$ cat config.mk
export PLATFORM = sky130hd
export DESIGN_NAME = wb_arbiter
export DESIGN_NICKNAME = d
export VERILOG_FILES = /design/src/rtl/wb_arbiter_pkg.sv /design/src/rtl/wb_arbiter_rr.sv /design/src/rtl/wb_arbiter.sv
export SDC_FILE = /design/constraint.sdc
export NUM_CORES = 1
export LEC_CHECK = 0
export CAP_MARGIN = 0
export CORE_MARGIN = 5
export CORE_UTILIZATION = 52
export DETAILED_ROUTE_END_ITERATION = 10
export GPL_ROUTABILITY_DRIVEN = 0
export PLACE_DENSITY = 0.82
export SETUP_SLACK_MARGIN = 0.5
export SYNTH_ARGS = -nofsm -noshare
export SYNTH_HDL_FRONTEND = slang
export SYNTH_SLANG_ARGS = --single-unit
export TNS_END_PERCENT = 5
$ cat constraint.sdc
create_clock -name clk -period 7.2 [get_ports clk]
set_input_delay 1.44 -clock clk [delete_from_list [all_inputs] [get_ports clk]]
set_output_delay 1.44 -clock clk [all_outputs]
set_load 0.005 [all_outputs]
$ cat src/rtl/wb_arbiter_pkg.sv
// -----------------------------------------------------------------------------
// wb_arbiter_pkg
// Shared definitions for the writeback arbiter and the issue stage:
//   NUM_FU / DATA_W / PREG_W / ROB_W  - machine-wide widths
//   FU_IDX_W                          - width of a functional-unit index
//   wb_entry_t                        - one buffered result {data, rd, rob_idx}
//   rob_age()                         - distance of a ROB index from the head
// -----------------------------------------------------------------------------
package wb_arbiter_pkg;

   localparam int NUM_FU   = 8;
   localparam int DATA_W   = 32;
   localparam int PREG_W   = 7;
   localparam int ROB_W    = 3;
   localparam int FU_IDX_W = (NUM_FU > 1) ? $clog2(NUM_FU) : 1;

   typedef struct packed {
      logic [DATA_W-1:0] data;
      logic [PREG_W-1:0] rd;
      logic [ROB_W-1:0]  rob_idx;
   } wb_entry_t;

   // Age of a ROB entry relative to the head; the subtraction wraps modulo
   // the ROB size, so the oldest in-flight entry has age 0.
   function automatic logic [ROB_W-1:0] rob_age(input logic [ROB_W-1:0] rob_idx,
                                                input logic [ROB_W-1:0] head);
      return rob_idx - head;
   endfunction

endpackage

$ cat src/rtl/wb_arbiter_rr.sv
// -----------------------------------------------------------------------------
// rr_arbiter
// Round-robin grant: the search starts at i_ptr and wraps modulo N; the first
// requesting index wins.
// Ports:
//   i_req         in  N      request vector
//   i_ptr         in  PTR_W  index where the search starts
//   o_grant       out N      one-hot grant (all zero when nothing requests)
//   o_grant_idx   out PTR_W  binary index of the granted requester
//   o_grant_valid out 1      some requester was granted
// -----------------------------------------------------------------------------
module rr_arbiter #(
   parameter  int N     = 8,
   localparam int PTR_W = (N > 1) ? $clog2(N) : 1
) (
   input  logic [N-1:0]     i_req,
   input  logic [PTR_W-1:0] i_ptr,
   output logic [N-1:0]     o_grant,
   output logic [PTR_W-1:0] o_grant_idx,
   output logic             o_grant_valid
);
   import wb_arbiter_pkg::*;

   // Wrap-around priority search starting at the pointer.
   always_comb begin
      int               v_pos;
      logic [PTR_W-1:0] v_sel;
      v_pos         = 0;
      v_sel         = '0;
      o_grant       = '0;
      o_grant_idx   = '0;
      o_grant_valid = 1'b0;
      for (int k = 0; k < N; k++) begin
         v_pos = int'(i_ptr) + k;
         v_pos = (v_pos >= N) ? (v_pos - N) : v_pos;
         v_sel = PTR_W'(v_pos);
         if (!o_grant_valid && i_req[v_sel]) begin
            o_grant_valid  = 1'b1;
            o_grant_idx    = v_sel;
            o_grant[v_sel] = 1'b1;
         end else begin
            o_grant_valid = o_grant_valid;
         end
      end
   end

endmodule

$ cat src/rtl/wb_arbiter.sv
// -----------------------------------------------------------------------------
// wb_arbiter
// Serialises results from NUM_FU execution units onto the single writeback /
// completion bus. Each unit owns a one-entry buffer; a unit may present a new
// result whenever its buffer is empty or is being drained this cycle.
// Results whose ROB index is squashed by a mispredict are dropped, both when
// they sit in a buffer and when they arrive in the flush cycle.
//
// Build option: define WB_AGE_PRIO_EN to grant the oldest candidate (smallest
// (rob_idx - rob_head) mod ROB size) instead of round-robin; in that build
// there is no round-robin pointer. Without it rob_head is ignored.
//
// Ports:
//   clk, rst                 clock; asynchronous active-low reset
//   fu_valid/fu_data/fu_rd/fu_rob_idx   per-unit result offered
//   fu_ready                 per-unit back-pressure (issue stage EX_ready)
//   rob_head                 oldest ROB index (age-priority build only)
//   mispredict, flush_mask   squash request and ROB entries to squash
//   WB_valid/WB_data/WB_rd   register-file write and wakeup
//   CM_valid/CM_rob_idx      ROB completion
// Outputs are combinational from the buffers: a result accepted at edge t is
// visible during cycle t+1 if granted.
// -----------------------------------------------------------------------------
module wb_arbiter #(
   parameter int NUM_FU = wb_arbiter_pkg::NUM_FU,
   parameter int DATA_W = wb_arbiter_pkg::DATA_W,
   parameter int PREG_W = wb_arbiter_pkg::PREG_W,
   parameter int ROB_W  = wb_arbiter_pkg::ROB_W
) (
   input  logic                          clk,
   input  logic                          rst,
   input  logic [NUM_FU-1:0]             fu_valid,
   input  logic [NUM_FU-1:0][DATA_W-1:0] fu_data,
   input  logic [NUM_FU-1:0][PREG_W-1:0] fu_rd,
   input  logic [NUM_FU-1:0][ROB_W-1:0]  fu_rob_idx,
   output logic [NUM_FU-1:0]             fu_ready,
   input  logic [ROB_W-1:0]              rob_head,
   input  logic                          mispredict,
   input  logic [(2**ROB_W)-1:0]         flush_mask,
   output logic                          WB_valid,
   output logic [DATA_W-1:0]             WB_data,
   output logic [PREG_W-1:0]             WB_rd,
   output logic                          CM_valid,
   output logic [ROB_W-1:0]              CM_rob_idx
);
   import wb_arbiter_pkg::*;

   localparam int IDX_W = (NUM_FU > 1) ? $clog2(NUM_FU) : 1;

   wb_entry_t [NUM_FU-1:0] r_buf;
   logic [NUM_FU-1:0]      r_buf_valid;

   logic [NUM_FU-1:0]      w_cand;        // buffered and not being squashed
   logic [NUM_FU-1:0]      w_in_flushed;  // incoming result is being squashed
   logic [NUM_FU-1:0]      w_grant;
   logic [IDX_W-1:0]       w_gidx;
   logic                   w_gvalid;

   // Candidate and squash qualification for every unit.
   always_comb begin
      w_cand       = '0;
      w_in_flushed = '0;
      for (int i = 0; i < NUM_FU; i++) begin
         w_cand[i]       = r_buf_valid[i] && !(mispredict && flush_mask[r_buf[i].rob_idx]);
         w_in_flushed[i] = mispredict && flush_mask[fu_rob_idx[i]];
      end
   end

`ifdef WB_AGE_PRIO_EN
   logic [ROB_W-1:0] w_best_age;

   // Oldest-first grant; ROB indices are unique so the minimum is unique.
   always_comb begin
      w_grant    = '0;
      w_gidx     = '0;
      w_gvalid   = 1'b0;
      w_best_age = '0;
      for (int i = 0; i < NUM_FU; i++) begin
         if (w_cand[i] && (!w_gvalid || (rob_age(r_buf[i].rob_idx, rob_head) < w_best_age))) begin
            w_gvalid   = 1'b1;
            w_gidx     = IDX_W'(i);
            w_best_age = rob_age(r_buf[i].rob_idx, rob_head);
         end else begin
            w_gvalid = w_gvalid;
         end
      end
      w_grant[w_gidx] = w_gvalid;
   end
`else
   logic [IDX_W-1:0] r_rr_ptr;
   logic             w_unused_rob_head;

   assign w_unused_rob_head = ^rob_head;

   rr_arbiter #(
      .N (NUM_FU)
   ) u_rr (
      .i_req         (w_cand),
      .i_ptr         (r_rr_ptr),
      .o_grant       (w_grant),
      .o_grant_idx   (w_gidx),
      .o_grant_valid (w_gvalid)
   );

   // Pointer moves just past the last winner; it holds when nothing is granted.
   always_ff @(posedge clk or negedge rst) begin
      if (!rst) begin
         r_rr_ptr <= '0;
      end else if (w_gvalid) begin
         r_rr_ptr <= (w_gidx == IDX_W'(NUM_FU - 1)) ? '0 : (w_gidx + IDX_W'(1));
      end else begin
         r_rr_ptr <= r_rr_ptr;
      end
   end
`endif

   // A slot can accept a result when empty or when it drains this cycle.
   always_comb begin
      fu_ready = ~r_buf_valid | w_grant;
   end

   // Per-unit buffer: squash first, then drain/reload or capture, else hold.
   always_ff @(posedge clk or negedge rst) begin
      if (!rst) begin
         r_buf_valid <= '0;
         r_buf       <= '0;
      end else begin
         for (int i = 0; i < NUM_FU; i++) begin
            if (r_buf_valid[i] && !w_cand[i]) begin
               // buffered result belongs to a squashed instruction
               r_buf_valid[i] <= 1'b0;
               r_buf[i]       <= r_buf[i];
            end else if (w_grant[i] || !r_buf_valid[i]) begin
               // slot is free this cycle; squashed arrivals are not kept
               r_buf_valid[i] <= fu_valid[i] && !w_in_flushed[i];
               if (fu_valid[i] && !w_in_flushed[i]) begin
                  r_buf[i].data    <= fu_data[i];
                  r_buf[i].rd      <= fu_rd[i];
                  r_buf[i].rob_idx <= fu_rob_idx[i];
               end else begin
                  r_buf[i] <= r_buf[i];
               end
            end else begin
               r_buf_valid[i] <= r_buf_valid[i];
               r_buf[i]       <= r_buf[i];
            end
         end
      end
   end

   // Bus outputs from the granted buffer; all zero without a grant.
   always_comb begin
      CM_valid   = 1'b0;
      CM_rob_idx = '0;
      WB_valid   = 1'b0;
      WB_data    = '0;
      WB_rd      = '0;
      if (w_gvalid) begin
         CM_valid   = 1'b1;
         CM_rob_idx = r_buf[w_gidx].rob_idx;
         WB_valid   = (r_buf[w_gidx].rd != '0);
         WB_data    = r_buf[w_gidx].data;
         WB_rd      = r_buf[w_gidx].rd;
      end else begin
         CM_valid = 1'b0;
      end
   end

endmodule

After elaboration in Yosys (flattened, before gate mapping)
Index checks and enable logic that the tools add are counted.
{ "totals": {"reg_bits": 347, "in_bits": 358, "output_inout_bits": 52, "wordCells": 347} }
{ "classes": {"add_sub_neg": 16, "n_lt_le_gt_ge": 41, "eq_ne": 1, "n_mux": 120, "bitwise_logic": 17, "n_reduce_logical": 119} }
{ "ops": {"columns": ["op", "count"], "rows": [
  ["binary-select mux 42 bit (select 3 bit)", 1],
  ["less-than comparator 3 x 4 -> 1 bit, second input constant", 25],
  ["binary-select mux 1 bit (select 3 bit)", 24],
  ["2-to-1 mux 8 bit", 8],
  ["OR 8 bit", 8],
  ["2-to-1 mux 1 bit", 58],
  ["logical AND 1 bit", 55],
  ["2-to-1 mux 3 bit", 18],
  ["2-to-1 mux 42 bit", 1],
  ["zero test 1 bit", 39],
  ["2-to-1 mux 32 bit", 1],
  ["greater-or-equal comparator 4 bit, second input constant", 7],
  ["demux 1 bit (select 3 bit)", 8],
  ["greater-or-equal comparator 3 x 1 -> 1 bit, second input constant", 8],
  ["AND reduction 3 bit", 8],
  ["subtractor 3 x 1 -> 3 bit, second input constant", 8],
  ["adder 3 x 3 -> 4 bit, second input constant", 4],
  ["nonzero test 2 bit", 8],
  ["adder 3 x 2 -> 4 bit, second input constant", 2],
  ["logical OR 1 bit", 8],
  ["inverter 1 bit", 8],
  ["inverter 8 bit", 1],
  ["2-to-1 mux 7 bit", 1],
  ["nonzero test 7 bit", 1],
  ["other kinds (4)", 4]
]} }

Logic depth before layout (Yosys ltp)
{ "depth": {"ltp_word": 33, "ltp_mapped": 20, "mapped_depth_nobuf": 16} }

Modules after synthesis
From an unflattened synthesis, not the netlist that was laid out.
{ "unflattened": {"hier_cells": 1238, "area_unflattened_um2": 18405.2} }
{ "by_module_without_submodules": {"columns": ["module", "instances", "cells_each", "area_per_inst_um2", "seq_area_each_um2"], "rows": [
  ["wb_arbiter", 1, 1095, 17133.9, 8683.3],
  ["rr_arbiter", 1, 143, 1271.2, 0.0]
]} }

Least setup slack after synthesis
No wires, ideal clock.
{ "synth_path": {"kind": "input to output", "from": "input port flush_mask[7]", "to": "output port WB_valid", "arrival_ns": 5.049, "t_required_ns": 5.760, "setup_slack_ns": 0.711, "stages": 15, "path_buffers": 2, "path_cell_list": "mux4_2 a2bb2oi_2 a21o_1 buf_6 mux4_2 mux2_2 nor4b_2 o211a_1 nor2_1 a32o_2 buf_6 mux4_2 mux2_2 nor4_2 a31oi_1"} }
{ "synth_via": {"elab_chain_cells": 33, "elab_cells_between_ends": 90, "cone_classes": "51 x mux; 39 x reduce/logical"} }
{ "synth_rtl": {"columns": ["element", "line", "rtl"], "rows": [
  ["from (decl)", "wb_arbiter.sv:39", "input logic [(2**ROB_W)-1:0] flush_mask,"],
  ["binary-select mux 1 bit (select 3 bit)", "wb_arbiter.sv:64", "w_cand[i] = r_buf_valid[i] && !(mispredict && flush_mask[r_buf[i].rob_idx]);"],
  ["2-to-1 mux 1 bit (not written as such)", "wb_arbiter.sv:64", null],
  ["logical AND 1 bit", "wb_arbiter.sv:64", null],
  ["zero test 1 bit", "wb_arbiter.sv:64", null],
  ["logical AND 1 bit", "wb_arbiter.sv:64", null],
  ["binary-select mux 1 bit (select 3 bit)", "wb_arbiter_rr.sv:37", "if (!o_grant_valid && i_req[v_sel]) begin"],
  ["2-to-1 mux 1 bit (not written as such)", "wb_arbiter_rr.sv:37", null],
  ["2-to-1 mux 1 bit", "wb_arbiter_rr.sv:37", null],
  ["[17 not listed]", null, null],
  ["2-to-1 mux 1 bit", "wb_arbiter_rr.sv:37", null],
  ["zero test 1 bit", "wb_arbiter_rr.sv:37", null],
  ["logical AND 1 bit", "wb_arbiter_rr.sv:37", null],
  ["2-to-1 mux 3 bit", "wb_arbiter_rr.sv:37", null],
  ["binary-select mux 42 bit (select 3 bit)", "wb_arbiter.sv:161", "WB_valid = (r_buf[w_gidx].rd != '0);"],
  ["2-to-1 mux 42 bit (not written as such)", "wb_arbiter.sv:161", null],
  ["nonzero test 7 bit", "wb_arbiter.sv:161", null],
  ["2-to-1 mux 1 bit (*)", "wb_arbiter.sv:158", "if (w_gvalid) begin"],
  ["to (decl)", "wb_arbiter.sv:40", "output logic WB_valid,"]
]} }
Every way passes the cells marked *; elsewhere a longest branch is shown, timed or not. The select of a mux whose other input is x is not followed.

Worst setup path after layout
{ "layout_path": {"from": "input port flush_mask[3]", "to": "output port WB_valid"} }
Same word-level chain as after synthesis.

==> impl_results.md <==
* Status: completed
* Number of synthesized flops with an enable pin at 0
* Final setup vio count at 0
* Worst path depth at 19
* Post-synthesis net count at between 1500 and 2000
* Unrepaired setup endpoints after global routing: true
* Hold Crit Start: r_buf[160]
* Initial antenna violation count at 23
* Sequential fraction of the synthesis area at between 40% and 50%
* Post-Syn Instances at ~1600
* Clock Latency Late Sink at 550 ps
* Relative slew slack at between 20% and 30%
* Die width at ~200 um
* Synthesis warning total at 0
* Post-synthesis adder-cell area fraction at less than 1%
* Area leader, netlist: dfrtp_1
* Fin. Hold Viols at 0
* Max FO, Critical Path at 4
* Post-synthesis cell area at 18900 um2
* Post-Synth XOR/XNOR Area at less than 1%
* Main combinational cell family by area after synthesis: multiplexers
* Buf+Inv Stages, Crit Path at 6
* Hold Crit Endpoint: r_buf[160]
* Max Slew Vio Count at 0
* Number of global-route vias before repair at roughly 18000
* Die Ht at 201 um
* Die footprint at between 40000 and 50000 um2
* Core Util, Final at between 70% and 80%
* Port Buf Inserts at ~410
* Average wire per standard cell at between 20 and 30 um
* Core ar. at 35700 um2
* Global route overflow at 0
* CTS Buf Count at 39
* Synth Area in Compound Gates at 9.29%
* Reg area at between 8000 and 9000 um2
* Reg2reg start: r_rr_ptr[1]
* Routed WL at around 67000 um
* Hold WC Path Type: reg -> reg
* Part of the cycle the worst path needs at between 90% and 100%
* Clk sinks at 347
* Synthesis-stage register bit count at around 350
* H-tree depth at 2
* Vias post-DR at approximately 17000
* CTS Hold Buffers Added at 0
* Hold Path Stages at 1
* Antenna Nets Post-Route at 0
* Layout cells sized above 1 at between 30% and 40%
* Largest net degree at the start of global routing at 132
* Post-layout min period at 7050 ps
* DRT iter0 DRCs at 1283
* Mux cell area share after synthesis at between 30% and 40%
* Fmax achieved at 142 MHz
* Syn_area_per_cell at 11.7 um2
* Yosys cell types at between 60 and 70
* Via density at 6.22
* Met2 Use GR at a little over half
* CP startpoint kind: input port
* Top cell type's share of synthesized area at 46.0%
* CTS tree: built
* Required time of the critical path at between 5000 and 6000 ps
* Leading cell type in the layout, fill and taps excluded: clkdlybuf4s50_1
* Worst-case clock buffer depth at 3
* # IOs at 410
* Clk root buf: clkbuf_16
* Clock skew at between 20 and 25 ps
* CP delay by family, top: multiplexers
* Area grow syn2layout at 42.0%
* GR Util met1 at about two fifths
* Worst path arrival time at approximately 5600 ps
* Fillers at around 2300
* Multi-input logic area at between 10000 and 15000 um2
* Gr busiest metal: met2
* Critical path class: in -> out
* Final net count at between 2000 and 3000
* Initial Util at a little over half
* Global-route wire length before repair at 103000 um
* Most frequent cells in the layout: clkdlybuf4s50_1, dfrtp_1, mux2_2
* Critical path endpoint category: output port
* Predominant post-synthesis flop cell: dfrtp_1
* Residual DRC at 0
* Met3 usage at between 7 and 8%
* Drt pass-1 iters at 7
* R2R Setup Slk at around 2200 ps
* Core Rows at 69
* Async set or reset register ratio after synthesis at between 90% and 100%
* Global-route usage over all layers at roughly 32%
* Crit-path cells: buf_8 -> mux4_2 -> o22ai_4 -> o21ai_4 -> buf_6 -> buf_4 -> o221ai_1 -> nand4_1 -> nor4b_4 -> o211a_1 -> nor2_4 -> buf_4 -> a32o_2 -> inv_2 -> mux4_2 -> mux2_4 -> nor4_4 -> a31oi_1 -> buf_2
* Worst Max-Slew Pin Slew at approximately 1100 ps
* Slowest cell on crit path: mux4_2
* Reg2reg end: r_buf[243]
* Max Cap Viol at 0
* Simple-gate share of the synthesized area at 10.2%
* Detail Placement HPWL at ~46000 um
* CP max stage delay at about 490 ps
* Clock transition at path regs at roughly 60 ps
* Area contributors post-synth: dfrtp_1, mux2_2, mux4_2, nand2_1, a311o_1
* Worst R2R Path Depth at 17
-- state kept, by name, summed over array words and instances (netlist names) --
register	count
r_buf_valid	8
r_rr_ptr	3
r_buf	336
-- cells in the mapped netlist, drive strengths merged (10+ instances only) --
master,instances
mux2,356
a21oi,47
mux2i,33
nand3,10
nor2,36
buf,66
nand2,295
and2,14
clkbuf,51
o21ai,24
dfrtp,347
inv,25
mux4,54
a311o,66
and3,66
o211ai,14
-- worst max-delay path by stage --
stage                              from     endpoint  slack (ps)
after floorplan           flush_mask[7]     WB_valid         710
after global placement    flush_mask[7]  WB_data[20]        -740
after detailed placement  flush_mask[4]     WB_valid        -810
after CTS                 flush_mask[7]     WB_rd[4]         270
after global routing      flush_mask[3]  WB_data[18]          50
final                     flush_mask[3]     WB_valid         150
-- per-stage QoR --
step	instances	cell area (um2)	hold slack, ps	setup WS [ps]	TNS (ps)
after CTS	2636	26700	508	273	0
after detailed placement	2516	24500	493	-807	-30160
after global placement	2516	24500	484	-736	-26610
final	2657	26800	505	147	0
after global routing	2656	26800	517	49.5	0
after floorplan	1608	18900	474	711	0
-- final cells by class --
class / count / share of cell area [%]
Antenna cell: 19 / 0.177
Clock buffer: 56 / 4.21
Clock inverter: 14 / 0.877
Inverter: 28 / 0.406
Multi-Input combinational cell: 1119 / 37.5
Sequential cell: 347 / 32.4
Tap cell: 461 / 2.15
Timing Repair Buffer: 613 / 22.3
-- what timing repair did --
item | 4_1_cts | 5_1_grt
buffers inserted | 42 | 2
pin swaps | 66 | 15
gates resized for setup | 277 | 17
gates cloned | 8 | 0
endpoints found under the setup margin | 52 | 52
-- cells by family after synthesis --
kind of cell,count (synthesis)
xor gates and xnor gates,5
AOI/OAI and AO/OA,222
adders and majority gates,7
and+or+nand+nor,439
buffers and inverters,145
DFF,347
muxes,443
-- per-layer routing --
| metal | part of all wire [%] | vias up |
|---|---|---|
| met5 | 0.054 | - |
| li1 | - | 7006 |
| met3 | 9.3 | 241 |
| met2 | 49 | 1022 |
| met4 | 5.2 | 6 |
| met1 | 36 | 8247 |
Power is left out: the tool's default activity adds up to more than one toggle a clock period on the data nets, which glitch-free logic cannot reach.
